===== src/rtl/adc_sample_ctrl.sv =====
// rtl/adc_sample_ctrl.sv - SAR ADC sequencer: conversion clock, result capture and result FIFO
module adc_sample_ctrl #(
    parameter int DATA_W      = 8,
    parameter int DIV_W       = 8,
    parameter int CONV_CYCLES = 10,
    parameter int FIFO_DEPTH  = 4
) (
    input  logic              clock,
    input  logic              reset_n,
    input  logic              enable,
    input  logic              continuous,
    input  logic              start,
    input  logic [DIV_W-1:0]  clk_div,
    output logic              adc_clock,
    input  logic [DATA_W-1:0] adc_data,
    output logic              sample_valid,
    input  logic              sample_ready,
    output logic [DATA_W-1:0] sample_data,
    output logic              busy,
    output logic              overflow,
    input  logic              clear_overflow
);

    localparam int PER_W = (CONV_CYCLES > 1) ? $clog2(CONV_CYCLES) : 1;
    localparam int PTR_W = $clog2(FIFO_DEPTH);
    localparam int CNT_W = PTR_W + 1;
    localparam logic [PER_W-1:0] LAST_PER = PER_W'(CONV_CYCLES - 1);
    localparam logic [CNT_W-1:0] FULL_CNT = CNT_W'(FIFO_DEPTH);

    typedef enum logic [1:0] {
        S_IDLE,
        S_CONVERT,
        S_CAPTURE
    } state_t;

    state_t             r_state;
    state_t             w_state_n;

    logic [DIV_W-1:0]   r_div_q;
    logic [DIV_W-1:0]   r_half_cnt;
    logic [PER_W-1:0]   r_period;
    logic               r_phase_hi;
    logic               r_adc_clock;

    logic [DATA_W-1:0]  r_mem [FIFO_DEPTH];
    logic [PTR_W-1:0]   r_wr_ptr;
    logic [PTR_W-1:0]   r_rd_ptr;
    logic [CNT_W-1:0]   r_count;
    logic               r_overflow;

    logic               w_half_done;
    logic               w_conv_last;
    logic               w_load;
    logic               w_step;
    logic               w_push_req;
    logic               w_pop;
    logic               w_full;
    logic               w_empty;
    logic               w_push_ok;
    logic               w_drop;

    // A conversion ends when the low half of the final adc_clock period completes.
    assign w_half_done = (r_half_cnt == r_div_q);
    assign w_conv_last = (r_state == S_CONVERT) && w_half_done && !r_phase_hi && (r_period == LAST_PER);

    // State register.
    always_ff @(posedge clock or negedge reset_n) begin
        if (!reset_n) begin
            r_state <= S_IDLE;
        end else begin
            r_state <= w_state_n;
        end
    end

    // Next-state logic; dropping enable always returns to IDLE without a capture.
    always_comb begin
        w_state_n = r_state;
        case (r_state)
            S_IDLE: begin
                if (enable && (start || continuous)) begin
                    w_state_n = S_CONVERT;
                end
            end
            S_CONVERT: begin
                if (!enable) begin
                    w_state_n = S_IDLE;
                end else if (w_conv_last) begin
                    w_state_n = S_CAPTURE;
                end
            end
            S_CAPTURE: begin
                if (enable && continuous) begin
                    w_state_n = S_CONVERT;
                end else begin
                    w_state_n = S_IDLE;
                end
            end
            default: w_state_n = S_IDLE;
        endcase
    end

    // Entering CONVERT (from IDLE or back-to-back from CAPTURE) re-latches the divider.
    assign w_load = (w_state_n == S_CONVERT) && (r_state != S_CONVERT);
    assign w_step = (w_state_n == S_CONVERT) && (r_state == S_CONVERT);

    // Divider, period counter and registered adc_clock; the clock starts with its high half.
    always_ff @(posedge clock or negedge reset_n) begin
        if (!reset_n) begin
            r_div_q     <= '0;
            r_half_cnt  <= '0;
            r_period    <= '0;
            r_phase_hi  <= 1'b0;
            r_adc_clock <= 1'b0;
        end else if (w_load) begin
            r_div_q     <= clk_div;
            r_half_cnt  <= '0;
            r_period    <= '0;
            r_phase_hi  <= 1'b1;
            r_adc_clock <= 1'b1;
        end else if (w_step) begin
            if (w_half_done) begin
                r_half_cnt  <= '0;
                r_phase_hi  <= !r_phase_hi;
                r_adc_clock <= !r_phase_hi;
                if (!r_phase_hi) begin
                    r_period <= r_period + 1'b1;
                end
            end else begin
                r_half_cnt <= r_half_cnt + 1'b1;
            end
        end else begin
            r_half_cnt  <= '0;
            r_period    <= '0;
            r_phase_hi  <= 1'b0;
            r_adc_clock <= 1'b0;
        end
    end

    // FIFO control: a full FIFO still accepts a push when the head is popped in the same cycle.
    assign w_empty    = (r_count == '0);
    assign w_full     = (r_count == FULL_CNT);
    assign w_push_req = (r_state == S_CAPTURE) && enable;
    assign w_pop      = !w_empty && sample_ready;
    assign w_push_ok  = w_push_req && (!w_full || w_pop);
    assign w_drop     = w_push_req && w_full && !w_pop;

    // Result storage; no reset needed because occupancy gates every read.
    always_ff @(posedge clock) begin
        if (w_push_ok) begin
            r_mem[r_wr_ptr] <= adc_data;
        end
    end

    // Pointers and occupancy; pointers wrap naturally at the power-of-two depth.
    always_ff @(posedge clock or negedge reset_n) begin
        if (!reset_n) begin
            r_wr_ptr <= '0;
            r_rd_ptr <= '0;
            r_count  <= '0;
        end else begin
            if (w_push_ok) begin
                r_wr_ptr <= r_wr_ptr + 1'b1;
            end
            if (w_pop) begin
                r_rd_ptr <= r_rd_ptr + 1'b1;
            end
            case ({w_push_ok, w_pop})
                2'b10:   r_count <= r_count + 1'b1;
                2'b01:   r_count <= r_count - 1'b1;
                default: r_count <= r_count;
            endcase
        end
    end

    // Sticky overflow; a new drop wins over a simultaneous clear.
    always_ff @(posedge clock or negedge reset_n) begin
        if (!reset_n) begin
            r_overflow <= 1'b0;
        end else if (w_drop) begin
            r_overflow <= 1'b1;
        end else if (clear_overflow) begin
            r_overflow <= 1'b0;
        end
    end

    assign adc_clock    = r_adc_clock;
    assign busy         = (r_state != S_IDLE);
    assign sample_valid = !w_empty;
    assign sample_data  = w_empty ? '0 : r_mem[r_rd_ptr];
    assign overflow     = r_overflow;

endmodule


===== config.mk =====
export PLATFORM = sky130hd
export DESIGN_NAME = adc_sample_ctrl
export DESIGN_NICKNAME = d
export VERILOG_FILES = /design/src/rtl/adc_sample_ctrl.sv
export SDC_FILE = /design/constraint.sdc
export NUM_CORES = 1
export LEC_CHECK = 0
export ABC_AREA = 1
export BUFFER_PORTS_ARGS = -buffer_cell sky130_fd_sc_hd__buf_2
export CAP_MARGIN = 40
export CORE_ASPECT_RATIO = 0.9
export CORE_MARGIN = 4
export CORE_UTILIZATION = 52
export CTS_BUF_LIST = sky130_fd_sc_hd__clkbuf_16
export DETAILED_ROUTE_END_ITERATION = 10
export HOLD_SLACK_MARGIN = 0.15
export PLACE_DENSITY_LB_ADDON = 0.1
export RECOVER_POWER = 50
export SYNTH_ARGS = -nofsm -noshare
export SYNTH_HDL_FRONTEND = slang
export SYNTH_SLANG_ARGS = --single-unit

===== constraint.sdc =====
create_clock -name clock -period 4.4 [get_ports clock]
set_input_delay 0.88 -clock clock [delete_from_list [all_inputs] [get_ports clock]]
set_output_delay 0.88 -clock clock [all_outputs]
set_load 0.005 [all_outputs]

==> flow_summary_export.csv, run 1 <==
group,metric,value,unit
clocking,cts.sinks,63,
timing,maxSlewHeadroom,-11.9,%
floorplan,io_pins,35,
setup_path,worstPathMaxFanout,18,
floorplan,rows,25,
job,maxCapViolCount,1,
pwr,power.total,1800,uW
placement,dpl.hpwl,4410,um
global_route,grt_first_pass_wirelength,9950,um
setup_path,crit_chain,"inv_1, o21ai_0, a21oi_1, buf_2",
setup_path,start_kind,"register",
setup_path,path_buf_inv,2,
setup_path,crit_slowest_cell,"dfrtp_1",
timing,setup_ws,1.50,ns
clocking,path_clk_slew,0.06,ns
global_route,grt_pass1_vias,2020,
floorplan,start_util,55.0,%
global_route,grt_max_degree,32,
timing,fin_crit_sh,65.9,%
global_route,track_usage,19.6,%
cells_and_area,finish.utilization,64.0,%
clocking,cts_setup_buffers,0,
timing,skew,0.00937,ns
setup_path,path_delay_family,"flip-flops",
setup_path,slowest_delay,0.68,ns
synth,synth_area,2960,um^2
clocking,cts_hold_buf,0,
pwr,p_int,1210,uW
timing,slew_viol_final,32,
pwr,power.leakage,0.00155,uW
pwr,power_frac_comb,23.0,%
synth,yosys.area.top_type_share,32.4,%
cells_and_area,syn_to_final_growth,16.2,%
clocking,root_buffer,"clkbuf_16",
pwr,vdd_drop_max,329,uV
timing,finalHoldViolCount,0,
clocking,cts_tree,"yes",
synth,ys_ff_latch,63,
pwr,p_seq_share,40.5,%
routing,drt_iter0_markers,152,
min_path,hp-class,"reg -> reg",
timing,timing.fmax,345,MHz
routing,viasPerCell,5.00,
clocking,post_cts_resized,0,
global_route,grt_antenna_before_repair,0,
clocking,cts_buffers,9,
routing,drt-total-wl,6140,um
synth,syn_nets,355,
pwr,power.switching,581,uW
pwr,power_density,522,nW/um^2
timing,rsz0062_at_grt,"no",
routing,wl_per_cell,14.1,um
floorplan,die_w,87.6,um
timing,setup-violations-final,0,
routing,drc,0,
timing,tightest_slew,1.68,ns
clocking,clockBufferDepth,2,
timing,fin_crit,2.90,ns
pwr,pwr-share-clk,36.5,%
synth,yosys_warnings,0,
status,status,"finished, violations left",
synth,avgSynthCellArea,9.14,um^2
synth,netlist_instances,324,
status,violations,"capacitance limit, slew limit",
synth,yosysSeqAreaShare,58.6,%
global_route,grt.overflow.total,0,
clocking,insertion_delay,0.33,ns
setup_path,required,3.52,ns
placement,numPortBuffers,34,
cells_and_area,nets,395,
synth,yosysTopAreaCell,"edfxtp_1",
cells_and_area,n_antenna_cell,0,
routing,dr.pass1.iters,4,
placement,globalplace.congestion,0.856,
setup_path,crit_type,"reg -> out",
synth,netlist-cell-type-count,27,
routing,antenna_left,0,
routing,vias,2181,
setup_path,critPathCaptureType,"output pin",
pwr,swShare,32.4,%
setup_path,rrSetupSlack,2.59,ns
setup_path,worstPathArrival,2.02,ns
clocking,htreeDepth,3,
cells_and_area,layout_common_cells,"nor2_1 (76), nand2_1 (57), inv_1 (46)",
synth,synthTopCellsByArea,"edfxtp_1 (32%), dfrtp_1 (26%), nor2_1 (9.5%)",
floorplan,core_area,5380,um^2
floorplan,dieArea,6970,um^2
cells_and_area,final_common_cell,"nor2_1",
floorplan,die_h,79.6,um
placement,place_ws,1.95,ns
timing,setup_tns,0,ns
cells_and_area,final_layout_size_suffix_gt1_share,12.2,%
cells_and_area,fillCellCount,462,
==> cell type report <==
type / instances / area, um^2 / share of cell area, %
Sequential cell: 63 / 1740 / 50.5
Multi-Input combinational cell: 208 / 1000 / 29.1
Clock buffer: 9 / 225 / 6.55
Inverter: 48 / 180 / 5.24
Timing Repair Buffer: 34 / 156 / 4.55
Tap cell: 67 / 83.8 / 2.44
Clock inverter: 7 / 57.6 / 1.67
==> metrics by stage <==
step                hold WS [ns]  instances  instance area (um^2)
finish                     0.510        436                  3440
global route               0.532        436                  3440
CTS                        0.516        436                  3470
detailed placement         0.508        420                  3190
global placement           0.490        420                  3190
floorplan                  0.464        324                  2960
==> logic make-up (layout without fill, tap and decap cells) <==
family	after synthesis	count (layout)	synth area share (%)
simple gates	152	152	21.4
flops	63	63	58.6
buf+inv	53	98	7.06
compound gates	40	40	6.93
fa+ha+maj	8	8	3.63
xor+xnor	8	8	2.37
==> synthesized netlist by cell type <==
master and number:
inv_2 3, a21oi_1 20, nand2_4 2, nand3_1 7
buf_6 1, nand2_1 56, inv_1 45, fa_1 1
clkbuf_1 2, or2_1 1, ha_1 7, nand4_1 4
nand3b_1 1, xor2_1 6, buf_2 2, nor2_4 1
o22ai_1 1, o21ai_0 18, nand3_2 1, a21oi_2 1
nor2_1 75, xnor2_1 2, nand2_2 1, dfrtp_1 31
edfxtp_1 32, nor3b_1 1, nor3_1 2
==> power groups by stage <==
stage	logic [uW]	registers, uW	clock network [uW]
global placement	404	736	0
finish	413	728	655
CTS	418	728	671
detailed placement	414	739	0
global route	472	739	700
floorplan	308	697	0
==> per-layer routing <==
metal  GRT usage, %  up-vias  routed length (um)
met5              0        -                   0
met4           7.36        0                  55
met3           6.40        4                 444
met2           26.0       59                2510
met1           29.5     1004                3130
li1               -     1114                   -
==> flip-flops by register name, summed over array words and instances (netlist names) <==
register and cells:
r_div_q 8, r_wr_ptr 2, r_half_cnt 8, r_state 2, r_count 3, r_mem 32
r_period 4, r_rd_ptr 2, overflow 1, adc_clock 1
==> worst paths after layout <==
check | from | to | cells after the start
hold / removal | r_count[0] | r_count[0] | 1
max in group asynchronous | reset_n | r_half_cnt[6] | 1
min in group asynchronous | reset_n | r_div_q[7] | 1
hold reg to reg | r_count[0] | r_count[0] | 1
setup / recovery | r_rd_ptr[0] | sample_data[0] | 4
setup reg to reg | r_state[0] | r_mem[1][4] | 5
No activity file was read; power rests on OpenSTA's default activity.
==> inputs of run 2 (changes only) <==
==> constraint.sdc (replaced) <==
create_clock -name clock -period 2.4 [get_ports clock]
set_input_delay 0.48 -clock clock [delete_from_list [all_inputs] [get_ports clock]]
set_output_delay 0.48 -clock clock [all_outputs]
set_load 0.005 [all_outputs]
==> run 2 against run 1 <==
Against the previous run: critical path depth is the same; highest routed layer unchanged; sequential power rose by 80%; register-to-register slack worse by 1.9 ns; sequential cell count unchanged; clock skew decreased by 0.0033 ns; the run still ends with capacitance limit, slew limit left; final area is 2.3% higher; combinational power increased by 89%; sequential share of layout area shrank 1.1 points; power increased by 87%; critical endpoint unchanged; count of clock-buffer cells in the layout unchanged.
==> flow_summary_export.csv, run 2 (synthesized netlist as in run 1, its figures left out) <==
group,metric,value,unit
floorplan,start_util,55.0,%
placement,place_ws,0.544,ns
clocking,root_buffer,"clkbuf_16",
min_path,hp-class,"in -> reg",
min_path,holdPathStages,2,
global_route,met3_usage,7.12,%
timing,fin_crit_sh,84.4,%
global_route,track_usage,19.7,%
cells_and_area,largest_register_ffs,32,
global_route,use_met2,29.7,%
timing,setup-violations-final,0,
cells_and_area,n_antenna_cell,0,
timing,setup_tns,0,ns
setup_path,r2r_end,"r_count[2]",
clocking,cts_buffers,9,
global_route,grt_pass1_vias,2165,
clocking,cts_tree,"yes",
setup_path,rrSetupSlack,0.71,ns
cells_and_area,final_layout_size_suffix_gt1_share,15.2,%
setup_path,worstPathArrival,1.55,ns
clocking,cts.sinks,63,
cells_and_area,multi_input_area,1020,um^2
timing,timing.fmax,494,MHz
clocking,clockBufferDepth,2,
routing,dr.pass1.iters,4,
setup_path,crit_type,"reg -> out",
pwr,power.leakage,0.00159,uW
floorplan,dieArea,6970,um^2
cells_and_area,regMostFlops,"r_mem",
status,status,"finished, violations left",
placement,numPortBuffers,34,
timing,rsz0062_at_grt,"no",
cells_and_area,nets,401,
setup_path,critPathCaptureType,"output pin",
routing,antenna_left,0,
cells_and_area,seq_area,1740,um^2
global_route,grt_antenna_before_repair,0,
pwr,vdd_drop_max,728,uV
clocking,insertion_delay,0.33,ns
timing,finalHoldViolCount,0,
clocking,post_cts_resized,0,
cells_and_area,fillCellCount,457,
floorplan,core_area,5380,um^2
global_route,grt_first_pass_wirelength,10200,um
pwr,power_density,956,nW/um^2
routing,vias,2196,
timing,tightest_slew,1.65,ns
status,violations,"capacitance limit, slew limit",
placement,placed_cells,426,
job,maxCapViolCount,1,
timing,skew,0.00606,ns
timing,setup_ws,0.374,ns
cells_and_area,fin_cells,442,
floorplan,die_w,87.6,um
setup_path,required,1.92,ns
floorplan,rows,25,
floorplan,die_h,79.6,um
global_route,grt_max_degree,32,
clocking,htreeDepth,3,
timing,maxSlewHeadroom,-9.87,%
global_route,gr-usage-met1,26.7,%
global_route,busiest_layer,"met2",
routing,drc,0,
setup_path,worstPathMaxFanout,18,
timing,fin_crit,2.03,ns
clocking,cts_hold_buf,0,
clocking,path_clk_slew,0.06,ns
global_route,grt.overflow.total,0,
timing,hold_ws,0.371,ns
routing,wl_per_cell,13.3,um
clocking,cts_setup_buffers,0,
setup_path,r2r-start,"r_count[0]",
setup_path,r2r_cells,10,
setup_path,start_kind,"register",
min_path,hold_end,"overflow",
floorplan,io_pins,35,
routing,drt-total-wl,5880,um
cells_and_area,reg_top3,"r_mem: 32 flops, r_div_q: 8 flops, r_half_cnt: 8 flops",
cells_and_area,layout_common_cells,"nor2_1 (75), nand2_1 (56), inv_1 (45)",
cells_and_area,syn_to_final_growth,18.9,%
min_path,min_from,"clear_overflow",
placement,globalplace.congestion,0.868,
cells_and_area,final_common_cell,"nor2_1",
placement,dpl.hpwl,4150,um
routing,drt_iter0_markers,80,
timing,slew_viol_final,32,
routing,viasPerCell,4.97,
-- run 2: worst max-delay path by stage --
| stage | startpoint | end | slack (ns) | cells past startpoint |
|---|---|---|---|---|
| finish | r_rd_ptr[0] | sample_data[0] | 0.37 | 4 |
| floorplan | enable | r_count[2] | 0.81 | 8 |
| global route | r_rd_ptr[0] | sample_data[0] | 0.19 | 4 |
| CTS | r_rd_ptr[0] | sample_data[2] | 0.19 | 4 |
| detailed placement | r_rd_ptr[0] | sample_data[2] | 0.54 | 4 |
| global placement | r_rd_ptr[0] | sample_data[0] | 0.58 | 4 |
-- run 2: final cells by class --
| class | instances | share of cell area, % |
|---|---|---|
| Clock buffer | 9 | 6.40 |
| Sequential cell | 63 | 49.4 |
| Clock inverter | 7 | 2.10 |
| Multi-Input combinational cell | 208 | 28.9 |
| Tap cell | 67 | 2.38 |
| Inverter | 48 | 5.12 |
| Timing Repair Buffer | 40 | 5.79 |
-- run 2: metal layers --
layer  part of all wire (%)  vias to the layer above  routed length [um]
met5                      0                        -                   0
met4                   0.97                        0                  57
met3                    6.1                        8                 357
met2                     47                       48                2790
met1                     46                     1022                2680
li1                       -                     1118                   -
-- run 2: where the power goes --
group / internal (uW) / leakage (uW) / switching (uW)
sequential: 1220 / 0.000669 / 90.4
combinational: 314 / 0.000784 / 466
clock: 801 / 0.000134 / 469
total: 2340 / 0.00159 / 1030
-- run 2: stage by stage --
step	utilization [%]	cell area, um^2	power [uW]
global placement	60.1	3230	2090
detailed placement	60.1	3230	2120
finish	65.4	3520	3360
global route	65.4	3520	3610
CTS	65.6	3530	3410
floorplan	-	2960	1840
-- run 2: critical path, stage by stage, from the launching register on --
cell	delay, ns
dfrtp_2	0.52
inv_2	0.25
o21ai_0	0.13
a21oi_1	0.18
buf_2	0.14
